$ cat config.mk
export PLATFORM = sky130hd
export DESIGN_NAME = spi_master_out_flat
export DESIGN_NICKNAME = d
export VERILOG_FILES = /design/src/rtl/spi_pkg.sv /design/src/rtl/spi_master_out_if.sv /design/src/rtl/spi_phase_timer.sv /design/src/rtl/spi_master_out.sv /design/src/flat_wrapper.sv
export SDC_FILE = /design/constraint.sdc
export NUM_CORES = 1
export LEC_CHECK = 0
export BUFFER_PORTS_ARGS = -buffer_cell sky130_fd_sc_hd__buf_2
export CAP_MARGIN = 20
export CORE_AREA = 8 8 74 76
export DETAILED_ROUTE_END_ITERATION = 10
export DIE_AREA = 0 0 82 84
export GPL_TIMING_DRIVEN = 0
export PLACE_DENSITY_LB_ADDON = 0.3
export SKIP_CTS_REPAIR_TIMING = 1
export SYNTH_ARGS = -nofsm -noshare
export SYNTH_HDL_FRONTEND = slang
export SYNTH_HIERARCHICAL = 1
export SYNTH_SLANG_ARGS = --single-unit
$ cat constraint.sdc
create_clock -name clk -period 2.02 [get_ports clk]
set_input_delay 0.202 -clock clk [delete_from_list [all_inputs] [get_ports clk]]
set_output_delay 0.202 -clock clk [all_outputs]
set_load 0.02 [all_outputs]
$ cat src/rtl/spi_pkg.sv
// spi_pkg -- shared definitions for the SPI master transmitter and receiver.
//   SPI_BITS / SPI_DIV : default word length and sck half-period (clk cycles)
//   spi_state_e        : transmitter FSM states
//   ph_width()         : phase-counter width for a given half-period
package spi_pkg;

    localparam int SPI_BITS = 32;
    localparam int SPI_DIV  = 4;

    typedef enum logic [2:0] {
        IDLE,
        LEAD,
        HIGH,
        LOW,
        TRAIL
    } spi_state_e;

    // One extra bit over $clog2 keeps DIV=1 (a zero-width count) legal.
    function automatic int ph_width(input int div);
        return $clog2(div) + 1;
    endfunction

endpackage

$ cat src/rtl/spi_master_out_if.sv
// spi_master_out_if -- request/serial bundle of the SPI master transmitter.
//   start, data_in              : request side (driven by the user)
//   busy, done, cs, sck, mosi   : status and serial lines (driven by the master)
// Modports: master = the transmitter, slave = the user/driver side.
interface spi_master_out_if
    import spi_pkg::*;
#(
    parameter int BITS = SPI_BITS
) ();

    logic            start;
    logic [BITS-1:0] data_in;
    logic            busy;
    logic            done;
    logic            cs;
    logic            sck;
    logic            mosi;

    modport master (
        input  start, data_in,
        output busy, done, cs, sck, mosi
    );

    modport slave (
        output start, data_in,
        input  busy, done, cs, sck, mosi
    );

endinterface

$ cat src/rtl/spi_phase_timer.sv
// spi_phase_timer -- down-counter that times one FSM phase.
//   clk, reset : clock, async active-high reset
//   load       : reload DIV-1 (asserted on every state transition)
//   tick       : count has reached zero, i.e. the phase's last cycle
module spi_phase_timer
    import spi_pkg::*;
#(
    parameter int DIV = SPI_DIV
) (
    input  logic clk,
    input  logic reset,
    input  logic load,
    output logic tick
);

    localparam int CW = ph_width(DIV);

    logic [CW-1:0] cnt;

    always_ff @(posedge clk or posedge reset) begin
        if (reset) begin
            cnt <= '0;
        end else if (load) begin
            cnt <= CW'(DIV - 1);
        end else if (cnt != '0) begin
            cnt <= cnt - CW'(1);
        end
    end

    assign tick = (cnt == '0);

endmodule

$ cat src/rtl/spi_master_out.sv
// spi_master_out -- SPI master transmitter, MSB first, sck idle low,
// data launched on sck rising edge and sampled downstream on the falling edge.
//   clk, reset : clock, async active-high reset
//   bus        : spi_master_out_if.master (start/data_in in; busy/done/cs/sck/mosi out)
// Parameters: BITS word length, DIV clk cycles per sck half-period (>= 1).
// Build option: SPI_MOSI_INVERT_EN -- mosi carries the inverted data bit while
// cs is low (idle mosi stays 0 either way).
module spi_master_out
    import spi_pkg::*;
#(
    parameter int BITS = SPI_BITS,
    parameter int DIV  = SPI_DIV
) (
    input  logic              clk,
    input  logic              reset,
    spi_master_out_if.master  bus
);

`ifdef SPI_MOSI_INVERT_EN
    localparam logic INV = 1'b1;
`else
    localparam logic INV = 1'b0;
`endif

    localparam int BW = (BITS > 1) ? $clog2(BITS) : 1;

    spi_state_e      state;
    logic [BITS-1:0] shreg;
    logic [BW-1:0]   bit_cnt;
    logic            tick;
    logic            load;

    // Timer restarts whenever the FSM changes state: on accepted start in
    // IDLE, and at every phase end otherwise (each phase ends in a transition).
    always_comb begin
        load = (state == IDLE) ? bus.start : tick;
    end

    spi_phase_timer #(.DIV(DIV)) u_timer (
        .clk   (clk),
        .reset (reset),
        .load  (load),
        .tick  (tick)
    );

    always_ff @(posedge clk or posedge reset) begin
        if (reset) begin
            state    <= IDLE;
            shreg    <= '0;
            bit_cnt  <= '0;
            bus.cs   <= 1'b1;
            bus.sck  <= 1'b0;
            bus.mosi <= 1'b0;
            bus.busy <= 1'b0;
            bus.done <= 1'b0;
        end else begin
            bus.done <= 1'b0;
            case (state)
                IDLE: begin
                    if (bus.start) begin
                        shreg    <= bus.data_in;
                        bit_cnt  <= BW'(BITS - 1);
                        bus.cs   <= 1'b0;
                        bus.busy <= 1'b1;
                        bus.mosi <= bus.data_in[BITS-1] ^ INV;
                        state    <= LEAD;
                    end
                end
                LEAD: begin
                    if (tick) begin
                        bus.sck <= 1'b1;
                        state   <= HIGH;
                    end
                end
                HIGH: begin
                    if (tick) begin
                        bus.sck <= 1'b0;
                        state   <= LOW;
                    end
                end
                LOW: begin
                    if (tick) begin
                        if (bit_cnt != '0) begin
                            // Next bit sits just below the MSB before the shift.
                            shreg    <= shreg << 1;
                            bit_cnt  <= bit_cnt - BW'(1);
                            bus.mosi <= shreg[BITS-2] ^ INV;
                            bus.sck  <= 1'b1;
                            state    <= HIGH;
                        end else begin
                            state <= TRAIL;
                        end
                    end
                end
                TRAIL: begin
                    if (tick) begin
                        bus.cs   <= 1'b1;
                        bus.busy <= 1'b0;
                        bus.mosi <= 1'b0;
                        bus.done <= 1'b1;
                        state    <= IDLE;
                    end
                end
                default: state <= IDLE;
            endcase
        end
    end

endmodule

$ cat src/flat_wrapper.sv
// flat-port wrapper written by rule: the top's interface ports become plain ports
module spi_master_out_flat import spi_pkg::*;
#(
    parameter int BITS = SPI_BITS,
    parameter int DIV  = SPI_DIV
)
  (clk, reset, bus_start, bus_data_in, bus_busy, bus_done, bus_cs, bus_sck, bus_mosi);
  spi_master_out_if #(.BITS(BITS)) bus_i ();
  input  logic clk;
  input  logic reset;
  input wire logic [$bits(bus_i.start)-1:0] bus_start;
  input wire logic [$bits(bus_i.data_in)-1:0] bus_data_in;
  output wire logic [$bits(bus_i.busy)-1:0] bus_busy;
  output wire logic [$bits(bus_i.done)-1:0] bus_done;
  output wire logic [$bits(bus_i.cs)-1:0] bus_cs;
  output wire logic [$bits(bus_i.sck)-1:0] bus_sck;
  output wire logic [$bits(bus_i.mosi)-1:0] bus_mosi;
  assign bus_i.start = bus_start;
  assign bus_i.data_in = bus_data_in;
  assign bus_busy = bus_i.busy;
  assign bus_done = bus_i.done;
  assign bus_cs = bus_i.cs;
  assign bus_sck = bus_i.sck;
  assign bus_mosi = bus_i.mosi;
  spi_master_out #(.BITS(BITS), .DIV(DIV)) u_core (.clk(clk), .reset(reset), .bus(bus_i));
endmodule
==> run_summary.xml <==
<?xml version="1.0" encoding="UTF-8"?>
<metrics>
  <group name="sta">
    <metric name="fin_tns_setup" unit="ps">0</metric>
    <metric name="final.setup.worst_slack" unit="ps">165</metric>
    <metric name="min_period_over_period" unit="">0.919</metric>
    <metric name="finClkSkew" unit="ps">6.67</metric>
    <metric name="report.final.setup_viol" unit="">0</metric>
    <metric name="max_clock_freq" unit="MHz">539</metric>
    <metric name="timing.hold.ws" unit="ps">146</metric>
    <metric name="relSlewSlack" unit="">0.595</metric>
    <metric name="worst-slew-pin-transition" unit="ps">602</metric>
    <metric name="minimum_clock_period_after_layout" unit="ps">1860</metric>
    <metric name="rsz0062_at_grt" unit="">no</metric>
    <metric name="final-max-slew-violation-count" unit="">0</metric>
    <metric name="final_hold_vios" unit="">0</metric>
  </group>
  <group name="global_routing">
    <metric name="grt_first_pass_wirelength" unit="microns">8850</metric>
    <metric name="grt_util_all_layers" unit="">0.159</metric>
    <metric name="grt_antenna_before_repair" unit="">0</metric>
    <metric name="grt_pass1_vias" unit="">2007</metric>
    <metric name="maximum_number_of_pins_on_one_net_before_global_route_repair" unit="">38</metric>
    <metric name="grt_overflow_total" unit="">0</metric>
  </group>
  <group name="drt">
    <metric name="routedWlPerCell" unit="microns">14.0</metric>
    <metric name="routed-via-count" unit="">1982</metric>
    <metric name="route.antenna.remaining_nets" unit="">0</metric>
    <metric name="route.detailed.drc" unit="">0</metric>
    <metric name="detail_route.iter0.violations" unit="">133</metric>
    <metric name="routed_wl" unit="microns">5140</metric>
    <metric name="firstDrtPassIters" unit="">4</metric>
    <metric name="detail_route.vias_per_cell" unit="">5.39</metric>
  </group>
  <group name="final_layout">
    <metric name="non_filler_cells_final" unit="">368</metric>
    <metric name="final_layout_size_suffix_gt1_frac" unit="">0.199</metric>
    <metric name="finalCoreUtilization" unit="">0.632</metric>
    <metric name="layout.nets" unit="">353</metric>
    <metric name="areaGrowthSynthToFinish" unit="%">17.6</metric>
    <metric name="mostFrequentLayoutCell" unit="">nand2_1</metric>
    <metric name="storage_cell_area" unit="sq um">1180</metric>
    <metric name="multi_input_area" unit="sq um">986</metric>
    <metric name="nFillCells" unit="">388</metric>
    <metric name="antenna_cells" unit="">0</metric>
    <metric name="final_cell_mix" unit="">nand2_1, dfrtp_1, buf_2, nor2_1, a31oi_1</metric>
  </group>
  <group name="floorplan">
    <metric name="core_footprint" unit="sq um">4260</metric>
    <metric name="ioPinCount" unit="">40</metric>
    <metric name="die_h" unit="microns">84</metric>
    <metric name="die_x" unit="microns">82</metric>
    <metric name="placement_rows" unit="">24</metric>
    <metric name="initial_core_util" unit="">0.537</metric>
    <metric name="die_area" unit="sq um">6890</metric>
  </group>
  <group name="placement">
    <metric name="place_inst" unit="">357</metric>
    <metric name="globalplace.congestion" unit="">0.775</metric>
    <metric name="port_buffers" unit="">39</metric>
    <metric name="dp_worst_setup_slack" unit="ps">110</metric>
    <metric name="post-dp-hpwl" unit="microns">3660</metric>
  </group>
  <group name="synth">
    <metric name="syn_area" unit="sq um">2290</metric>
    <metric name="syn-num-nets" unit="">303</metric>
    <metric name="yosysWarningCount" unit="">6</metric>
    <metric name="syn_avg_cell_area" unit="sq um">8.65</metric>
    <metric name="synthCells" unit="">265</metric>
    <metric name="yosys_register_bits" unit="">47</metric>
    <metric name="synth-seq-area-share" unit="">0.514</metric>
    <metric name="synth_top_area_cell" unit="">dfrtp_1</metric>
    <metric name="synthTopCellsByArea" unit="">dfrtp_1, nand2_1, a31oi_1</metric>
    <metric name="yosys.area.top_type_share" unit="">0.502</metric>
    <metric name="synthDistinctLibCells" unit="">32</metric>
  </group>
  <group name="cts">
    <metric name="clk_pin_slew" unit="ps">80</metric>
    <metric name="cts-buffers-inserted" unit="">5</metric>
    <metric name="cts-root-to-sink-buffers" unit="">2</metric>
    <metric name="insertion_delay" unit="ps">300</metric>
    <metric name="clk_root_buffer_cell" unit="">clkbuf_8</metric>
    <metric name="cts.sinks" unit="">47</metric>
    <metric name="cts_htree_levels" unit="">2</metric>
    <metric name="tritoncts" unit="">yes</metric>
  </group>
  <group name="critical_path">
    <metric name="cp_data_required_time" unit="ps">2240</metric>
    <metric name="critical_path_peak_fanout" unit="">10</metric>
    <metric name="slowest_stage" unit="">dfrtp_1</metric>
    <metric name="cp_data_arrival_time" unit="ps">2070</metric>
    <metric name="reg2reg_from" unit="">u_core/u_timer/cnt[0]</metric>
    <metric name="slowest_cell_delay_on_critical_path" unit="ps">400</metric>
    <metric name="startpoint" unit="">u_core/u_timer/cnt[0]</metric>
    <metric name="path_cells" unit="">inv_1 &gt; ha_1 &gt; and2b_2 &gt; nand4b_1 &gt; o22ai_4 &gt; buf_4 &gt; nor2_1 &gt; a31oi_1</metric>
    <metric name="path_class" unit="">flop to flop</metric>
    <metric name="critPathCaptureType" unit="">flop</metric>
    <metric name="critical_path.startpoint_type" unit="">flop</metric>
    <metric name="depth_of_the_most_critical_reg_to_reg_path" unit="">8</metric>
  </group>
  <group name="worst_hold_path">
    <metric name="hp-class" unit="">input pin to flop</metric>
    <metric name="min_delay_path_depth" unit="">3</metric>
    <metric name="hold_path_startpoint" unit="">bus_data_in[5]</metric>
  </group>
  <group name="job">
    <metric name="cap_viol_max_count" unit="">0</metric>
  </group>
  <group name="power_and_ir_drop">
    <metric name="vdd_ir_drop_max" unit="mV">0.783</metric>
    <metric name="powerDensity" unit="nW/um^2">1480</metric>
    <metric name="power.leakage" unit="uW">0.00125</metric>
  </group>
  <group name="status">
    <metric name="outcome" unit="">complete, no violations</metric>
  </group>
</metrics>
[stage by stage]
| step | power (uW) | area (sq um) |
|---|---|---|
| floorplan | 2960 | 2290 |
| global placement | 3340 | 2550 |
| detailed placement | 3410 | 2570 |
| CTS | 3970 | 2650 |
| global route | 4380 | 2700 |
| finish | 4000 | 2700 |
[logic make-up after synthesis]
group	after synthesis	share of synthesized area
adder cells (fa/ha/maj)	3	0.0164
AO/OA/AOI/OAI	57	0.158
multiplexers	2	0.00874
buffers and inverters	27	0.0557
AND/OR/NAND/NOR	129	0.247
flip-flops	47	0.514
[synthesized netlist by cell type]
master / count
nand2_1: 66
dfrtp_1: 46
nor2_1: 42
a31oi_1: 35
clkbuf_1: 10
inv_1: 9
a21oi_1: 8
o21ai_0: 6
buf_4: 4
nand3_1: 4
buf_2: 3
ha_1: 3
nand3b_1: 3
nor2b_1: 3
a211oi_1: 2
a21o_1: 2
mux2i_1: 2
o31ai_1: 2
or3b_1: 2
a21oi_2: 1
and2_1: 1
and2b_2: 1
and3b_1: 1
buf_6: 1
dfstp_2: 1
nand2b_1: 1
nand4b_1: 1
nor3_1: 1
nor4b_4: 1
o22ai_4: 1
or2b_1: 1
or3_1: 1
[routing by layer]
layer	wire, microns	global-route usage
met1	2300	0.202
met5	0	0
met4	56	0.0511
met3	289	0.0496
met2	2500	0.248
[worst paths after layout]
check | end | slack, ps
setup / recovery | u_core/shreg[20] | 160
hold / removal | u_core/shreg[5] | 150
setup reg to reg | u_core/shreg[20] | 160
hold reg to reg | u_core/bus.busy | 510
max in group asynchronous | u_core/shreg[30] | 1190
min in group asynchronous | u_core/u_timer/cnt[2] | 320
[area by class of cell]
class                      instances  area share
sequential                        47       0.437
multi-input combinational        191       0.366
timing repair buffer              43      0.0938
buffer                            18      0.0367
clock buffer                       7      0.0283
tap                               52      0.0241
inverter                           9      0.0125
clock inverter                     1     0.00186
[flip-flops by register name, indices dropped and copies added (netlist names)]
| name | cells |
|---|---|
| u_core/u_timer/cnt | 3 |
| u_core/bus.busy | 1 |
| u_core/bit_cnt | 5 |
| u_core/bus.cs | 1 |
| u_core/shreg | 31 |
| u_core/bus.done | 1 |
| u_core/bus.sck | 1 |
| u_core/state | 3 |
| u_core/bus.mosi | 1 |
[power by group]
group          switching [uW]  internal [uW]
combinational            1120            752
clock                     302            243
sequential                246           1340
[critical path, delay by kind of cell (launching register included)]
| family | cells | cell delay (ps) |
|---|---|---|
| flip-flops | 1 | 400 |
| AND/OR/NAND/NOR | 3 | 440 |
| buffers and inverters | 2 | 330 |
| AO/OA/AOI/OAI | 2 | 450 |
| adder cells (fa/ha/maj) | 1 | 160 |
No activity file was read; power rests on OpenSTA's default activity.
